### src/rtl/av2_forward_transform_4x4_pkg.sv
// ============================================================================
// Module      : av2_forward_transform_4x4_pkg
// Description : Shared AV2 transform types, widths and rounding helper.
// Revision    : 1.0 - initial release
// ============================================================================
`default_nettype none

package av2_forward_transform_4x4_pkg;

    localparam int IN_W  = 16;
    localparam int ROW_W = 19;
    localparam int COL_W = 22;

    localparam logic [3:0] TX_DCT_DCT = 4'd0;
    localparam logic [3:0] TX_IDTX    = 4'd7;

    typedef enum logic [1:0] {
        ST_IDLE = 2'd0,
        ST_LOAD = 2'd1,
        ST_COL  = 2'd2,
        ST_OUT  = 2'd3
    } fwd_state_e;

    // Round-half-up, arithmetic shift, then clamp to the signed 16-bit range.
    function automatic logic [IN_W-1:0] round_sat(input logic signed [COL_W-1:0] v,
                                                  input int shift);
        logic signed [31:0] acc;
        logic signed [31:0] rnd;
        rnd = (shift > 0) ? (32'sd1 <<< (shift - 1)) : 32'sd0;
        acc = 32'(v) + rnd;
        acc = acc >>> shift;
        if (acc > 32'sd32767) begin
            return 16'h7fff;
        end else if (acc < -32'sd32768) begin
            return 16'h8000;
        end
        return IN_W'(acc);
    endfunction

endpackage

`default_nettype wire

### src/rtl/av2_forward_transform_4x4_butterfly4.sv
// ============================================================================
// Module      : av2_fwd_butterfly4
// Description : 4-point forward DCT butterfly or x4 identity, output grows 3 bits.
// Revision    : 1.0 - initial release
// ============================================================================
`default_nettype none

module av2_fwd_butterfly4 #(
    parameter  int IN_W  = 16,
    localparam int OUT_W = IN_W + 3
) (
    input  logic                  idtx,
    input  logic [3:0][IN_W-1:0]  x,
    output logic [3:0][OUT_W-1:0] y
);

    logic signed [OUT_W-1:0] e [4];
    logic signed [OUT_W-1:0] a0, a1, a2, a3;

    always_comb begin
        for (int i = 0; i < 4; i++) begin
            e[i] = OUT_W'($signed(x[i]));
        end
        a0 = e[0] + e[3];
        a1 = e[1] + e[2];
        a2 = e[1] - e[2];
        a3 = e[0] - e[3];
        y  = '0;
        if (idtx) begin
            for (int i = 0; i < 4; i++) begin
                y[i] = e[i] <<< 2;
            end
        end else begin
            y[0] = a0 + a1;
            y[1] = (a3 <<< 1) + a2;
            y[2] = a0 - a1;
            y[3] = a3 - (a2 <<< 1);
        end
    end

endmodule

`default_nettype wire

### src/rtl/av2_forward_transform_4x4.sv
// ============================================================================
// Module      : av2_forward_transform_4x4
// Description : 4x4 forward DCT/IDTX: row pass on load, column pass, row output.
// Revision    : 1.0 - initial release
// ============================================================================
`default_nettype none

module av2_forward_transform_4x4
    import av2_forward_transform_4x4_pkg::*;
#(
    parameter int SHIFT = 3
) (
    input  logic        clk,
    input  logic        rst_n,
    input  logic        start,
    input  logic [3:0]  tx_type,
    input  logic        in_valid,
    output logic        in_ready,
    input  logic [63:0] in_row,
    output logic        out_valid,
    input  logic        out_ready,
    output logic [63:0] out_row,
    output logic        busy,
    output logic        done
);

    fwd_state_e state_q, state_d;
    logic [1:0] row_cnt_q, row_cnt_d;
    logic [1:0] col_cnt_q, col_cnt_d;
    logic [1:0] out_cnt_q, out_cnt_d;
    logic [3:0] tx_type_q, tx_type_d;
    logic       done_q, done_d;

    logic [3:0][3:0][ROW_W-1:0] row_buf_q, row_buf_d;
    logic [3:0][3:0][IN_W-1:0]  out_buf_q, out_buf_d;

    logic                   idtx;
    logic [3:0][IN_W-1:0]   row_x;
    logic [3:0][ROW_W-1:0]  row_y;
    logic [3:0][ROW_W-1:0]  col_x;
    logic [3:0][COL_W-1:0]  col_y;
    logic                   in_hs;
    logic                   out_hs;

    assign idtx   = (tx_type_q == TX_IDTX);
    assign row_x  = in_row;
    assign in_hs  = in_valid && (state_q == ST_LOAD);
    assign out_hs = out_ready && (state_q == ST_OUT);

    always_comb begin
        for (int r = 0; r < 4; r++) begin
            col_x[r] = row_buf_q[r][col_cnt_q];
        end
    end

    av2_fwd_butterfly4 #(.IN_W(IN_W)) u_row_bfly (
        .idtx (idtx),
        .x    (row_x),
        .y    (row_y)
    );

    av2_fwd_butterfly4 #(.IN_W(ROW_W)) u_col_bfly (
        .idtx (idtx),
        .x    (col_x),
        .y    (col_y)
    );

    always_comb begin
        state_d   = state_q;
        row_cnt_d = row_cnt_q;
        col_cnt_d = col_cnt_q;
        out_cnt_d = out_cnt_q;
        tx_type_d = tx_type_q;
        done_d    = 1'b0;
        row_buf_d = row_buf_q;
        out_buf_d = out_buf_q;

        case (state_q)
            ST_IDLE: begin
                if (start) begin
                    state_d   = ST_LOAD;
                    tx_type_d = tx_type;
                    row_cnt_d = 2'd0;
                end
            end
            ST_LOAD: begin
                if (in_hs) begin
                    row_buf_d[row_cnt_q] = row_y;
                    row_cnt_d            = row_cnt_q + 2'd1;
                    if (row_cnt_q == 2'd3) begin
                        state_d   = ST_COL;
                        col_cnt_d = 2'd0;
                    end
                end
            end
            ST_COL: begin
                // Column result k is vertical frequency k, so it lands in output row k.
                for (int k = 0; k < 4; k++) begin
                    out_buf_d[k][col_cnt_q] = round_sat(signed'(col_y[k]), SHIFT);
                end
                col_cnt_d = col_cnt_q + 2'd1;
                if (col_cnt_q == 2'd3) begin
                    state_d   = ST_OUT;
                    out_cnt_d = 2'd0;
                end
            end
            ST_OUT: begin
                if (out_hs) begin
                    out_cnt_d = out_cnt_q + 2'd1;
                    if (out_cnt_q == 2'd3) begin
                        state_d = ST_IDLE;
                        done_d  = 1'b1;
                    end
                end
            end
            default: begin
                state_d = ST_IDLE;
            end
        endcase
    end

    always_ff @(posedge clk or negedge rst_n) begin
        if (!rst_n) begin
            state_q   <= ST_IDLE;
            row_cnt_q <= 2'd0;
            col_cnt_q <= 2'd0;
            out_cnt_q <= 2'd0;
            tx_type_q <= 4'd0;
            done_q    <= 1'b0;
        end else begin
            state_q   <= state_d;
            row_cnt_q <= row_cnt_d;
            col_cnt_q <= col_cnt_d;
            out_cnt_q <= out_cnt_d;
            tx_type_q <= tx_type_d;
            done_q    <= done_d;
        end
    end

    // Buffers are fully rewritten by every block, so they carry no reset.
    always_ff @(posedge clk) begin
        row_buf_q <= row_buf_d;
        out_buf_q <= out_buf_d;
    end

    assign in_ready  = (state_q == ST_LOAD);
    assign out_valid = (state_q == ST_OUT);
    assign busy      = (state_q != ST_IDLE);
    assign done      = done_q;
    assign out_row   = (state_q == ST_OUT) ? out_buf_q[out_cnt_q] : 64'd0;

endmodule

`default_nettype wire

### config.mk
export PLATFORM = sky130hd
export DESIGN_NAME = av2_forward_transform_4x4
export DESIGN_NICKNAME = d
export VERILOG_FILES = /design/src/rtl/av2_forward_transform_4x4_pkg.sv /design/src/rtl/av2_forward_transform_4x4_butterfly4.sv /design/src/rtl/av2_forward_transform_4x4.sv
export SDC_FILE = /design/constraint.sdc
export NUM_CORES = 1
export LEC_CHECK = 0
export ABC_AREA = 1
export CORE_ASPECT_RATIO = 2
export CORE_MARGIN = 1.5
export CORE_UTILIZATION = 45
export DETAILED_ROUTE_END_ITERATION = 8
export PLACE_DENSITY = 0.61
export SYNTH_ARGS = -nofsm -noshare
export SYNTH_HDL_FRONTEND = slang
export SYNTH_SLANG_ARGS = --single-unit
### constraint.sdc
create_clock -name clk -period 5.3 [get_ports clk]
set_input_delay 1.06 -clock clk [delete_from_list [all_inputs] [get_ports clk]]
set_output_delay 1.06 -clock clk [all_outputs]
set_load 0.02 [all_outputs]
==> flow_metrics.env <==
export IMPL_status="finished with violations"
export IMPL_violations="negative setup slack"
export IMPL_synth_edf_count=560
export IMPL_top_usage_layer="met2"
export IMPL_crit_path_end_kind="flip-flop"
export IMPL_grt_util_met3_pct=4.47
export IMPL_cp_common_cell="nand2_2"
export IMPL_finalCritPeriodShare_pct=115
export IMPL_cp_start_kind="flip-flop"
export IMPL_drt_iter0_markers=2151
export IMPL_die_w_microns=215
export IMPL_synthesis_area_sq_mm=0.0404
export IMPL_fillCellCount=7627
export IMPL_ys_flop_type="edfxtp_1"
export IMPL_fin_ws_ns=-0.787
export IMPL_max_slew_margin_pct=27.6
export IMPL_synthCells=4968
export IMPL_synth_top_family_by_area="simple AND/OR/NAND/NOR gates"
export IMPL_cts_hold_buf=0
export IMPL_route_detailed_drc=0
export IMPL_crit_path_max_incr_delay_ns=0.59
export IMPL_synth_seq_cells=573
export IMPL_pin_count=141
export IMPL_final_layout_size_suffix_gt1_share_pct=32.5
export IMPL_critPathKind="reg -> reg"
export IMPL_path_clk_slew_ns=0.08
export IMPL_hold_slack_ns=0.512
export IMPL_via_per_inst=5.31
export IMPL_fp_row_count=155
export IMPL_ys_async_sr_fraction_pct=2.27
export IMPL_synth_warning_count=0
export IMPL_rsz0062_at_grt="yes"
export IMPL_holdCritPathClass="reg -> reg"
export IMPL_grt_use_met1_pct=28.2
export IMPL_wl_mm=160
export IMPL_synth_cell_type_count=69
export IMPL_synth_simple_area_share_pct=22.5
export IMPL_htreeDepth=2
export IMPL_critPathRequiredTime_ns=5.63
export IMPL_grt_pass1_vias=39300
export IMPL_nets=6605
export IMPL_initial_core_util_pct=45.3
export IMPL_dieArea_sq_mm=0.0918
export IMPL_gp_congestion=1.08
export IMPL_grt_util_all_layers_pct=33.3
export IMPL_syn_avg_cell_area_sq_um=8.14
export IMPL_grt_pass1_wl_mm=225
export IMPL_cts_tree="built"
export IMPL_synth_xor_area_share_pct=4.83
export IMPL_maxSlewViolCount=0
export IMPL_setup_violations=312
export IMPL_cts_made_buffers=45
export IMPL_io_buffers=140
export IMPL_syn_nets=5354
export IMPL_crit_arrival_ns=6.41
export IMPL_period_minus_slack_ns=6.09
export IMPL_overflow=0
export IMPL_avgRoutedWirePerCell_microns=21.5
export IMPL_firstDrtPassIters=6
export IMPL_cts_root_buf="clkbuf_16"
export IMPL_ant_nets=0
export IMPL_hold_viol=0
export IMPL_skew_ns=0.0474
export IMPL_grt_max_degree=130
export IMPL_die_h_microns=427
export IMPL_fmax_mhz=164
export IMPL_path_max_fanout=8
export IMPL_num_vias=39500
export IMPL_synth_mux_area_share_pct=0.0835
export IMPL_core_area_sq_mm=0.0892
export IMPL_hpwl_mm=121
export IMPL_place_ws_ns=-1.50
export IMPL_cts_max_path_buffers=3
export IMPL_yosysSeqAreaShare_pct=42.4
export IMPL_clk_latency_ns=0.62
export IMPL_dp_cells=7255
export IMPL_area_growth_pct=42.0
export IMPL_synth_compound_area_share_pct=11.9
export IMPL_cts_sinks=573
export IMPL_worst_path_max_delay_cell="dfrtp_4"
export IMPL_antenna_found_initial=5
export IMPL_cap_violations=0
export IMPL_final_cells=7432
export IMPL_worstMarginPinSlew_ns=1.09
export IMPL_yosys_area_share_adder_pct=9.94
export IMPL_use_met2_pct=65.5
## cells in the final DEF, fill, tap and decap left out, types with 10 or more instances in the layout
| cell | netlist | layout |
|---|---|---|
| ha_1 | 299 | 249 |
| fa_1 | 14 | 10 |
| nand2_1 | 1190 | 985 |
| a21oi_1 | 351 | 278 |
| nand2_4 | 0 | 63 |
| nor2_4 | 2 | 31 |
| o21ai_2 | 11 | 28 |
| inv_1 | 607 | 566 |
| buf_6 | 16 | 36 |
| o22ai_1 | 15 | 15 |
| ha_2 | 0 | 11 |
| nor2_2 | 13 | 50 |
| xor2_1 | 184 | 155 |
| inv_2 | 20 | 53 |
| buf_4 | 31 | 1158 |
| o31ai_1 | 13 | 10 |
| clkbuf_16 | 0 | 53 |
| nand3_1 | 330 | 272 |
| nand3b_1 | 11 | 11 |
| a21oi_2 | 3 | 67 |
| xnor2_1 | 39 | 37 |
| o21ai_0 | 312 | 279 |
| xor2_2 | 0 | 21 |
| o21bai_1 | 41 | 33 |
| o21ai_4 | 1 | 11 |
| ha_4 | 0 | 39 |
| nand3_2 | 14 | 65 |
| nand4_1 | 36 | 36 |
| clkdlybuf4s50_1 | 0 | 139 |
| edfxtp_1 | 560 | 560 |
| o21ai_1 | 22 | 28 |
| buf_12 | 0 | 38 |
| nor2_1 | 501 | 435 |
| nor3_1 | 27 | 19 |
| nand2_2 | 15 | 153 |
| a31oi_1 | 21 | 13 |
## worst paths after layout
check                                end  cells past startpoint  slack [ns]    startpoint
min in group asynchronous   col_cnt_q[1]                      1        0.90         rst_n
setup / recovery           out_buf_q[86]                     44       -0.79  col_cnt_q[0]
hold reg to reg             tx_type_q[2]                      1        0.51  tx_type_q[2]
max in group asynchronous   out_cnt_q[0]                      1        3.78         rst_n
setup reg to reg           out_buf_q[86]                     44       -0.79  col_cnt_q[0]
hold / removal              tx_type_q[2]                      1        0.51  tx_type_q[2]
## sequential cells by signal, summed over array words and instances (netlist names)
register,cells
row_buf_q,304
out_buf_q,256
tx_type_q,4
col_cnt_q,2
out_cnt_q,2
row_cnt_q,2
state_q,2
done,1
## layer usage
| metal | vias to the layer above | wire length, microns |
|---|---|---|
| li1 | 19000 | - |
| met1 | 18600 | 48200 |
| met2 | 1305 | 86000 |
| met3 | 631 | 6980 |
| met4 | 6 | 18600 |
| met5 | - | 37 |
## kinds of logic after synthesis
| group | count (synthesis) |
|---|---|
| buffers and inverters | 817 |
| adders and majority gates | 313 |
| xor gates and xnor gates | 223 |
| muxes | 3 |
| AOI/OAI and AO/OA | 862 |
| DFF | 573 |
| and+or+nand+nor | 2177 |
## timing repair
item / in CTS / in global routing
cloned: 7 / 8
setup endpoints to repair: 328 / 372
pin swaps: 47 / 227
resized for setup: 162 / 641
setup buffers: 13 / 70
## worst max-delay path: cells and delay by family, from the launching register on
kind                       cells  cell delay [ns]
adders and majority gates      2             0.48
and+or+nand+nor               24             2.13
AOI/OAI and AO/OA              5             0.79
xor gates and xnor gates       1             0.19
buffers and inverters         12             1.52
DFF                            1             0.59
## stage by stage
| step | instance area (sq um) | utilization, % | setup TNS (ns) |
|---|---|---|---|
| detailed placement | 51500 | 57.8 | -416.22 |
| floorplan | 40600 | - | -1.97 |
| CTS | 54000 | 60.5 | -221.23 |
| finish | 57400 | 64.4 | -192.85 |
| global route | 57400 | 64.4 | -282.09 |
| global placement | 51500 | 57.8 | -401.17 |
## final cells by class
class	count	area, sq um	share of cell area [%]
diodes	2	5.00	0.00871
clock inverters	31	348	0.606
multi-input cells	3578	23200	40.3
inverters	630	2400	4.18
clock buffers	50	1170	2.03
repair inverters	2	22.5	0.0392
repair buffers	1389	11700	20.4
well taps	1177	1470	2.56
flip-flops and latches	573	17200	29.9
## Yosys cell counts (all sizes together) (37+ instances only)
master  number  area, sq um
nand4       37          238
ha         299         3740
a21oi      354         1780
inv        627         2350
nand2     1205         4560
clkbuf      77          292
nor2       516         1980
buf        110          736
o21bai      42          327
edfxtp     560        16800
xnor2       39          342
o21ai      346         1780
xor2       184         1610
nand3      344         1790
Power is not shown: default switching activity piles up to over one toggle a cycle in this logic, so the estimate is an artifact.
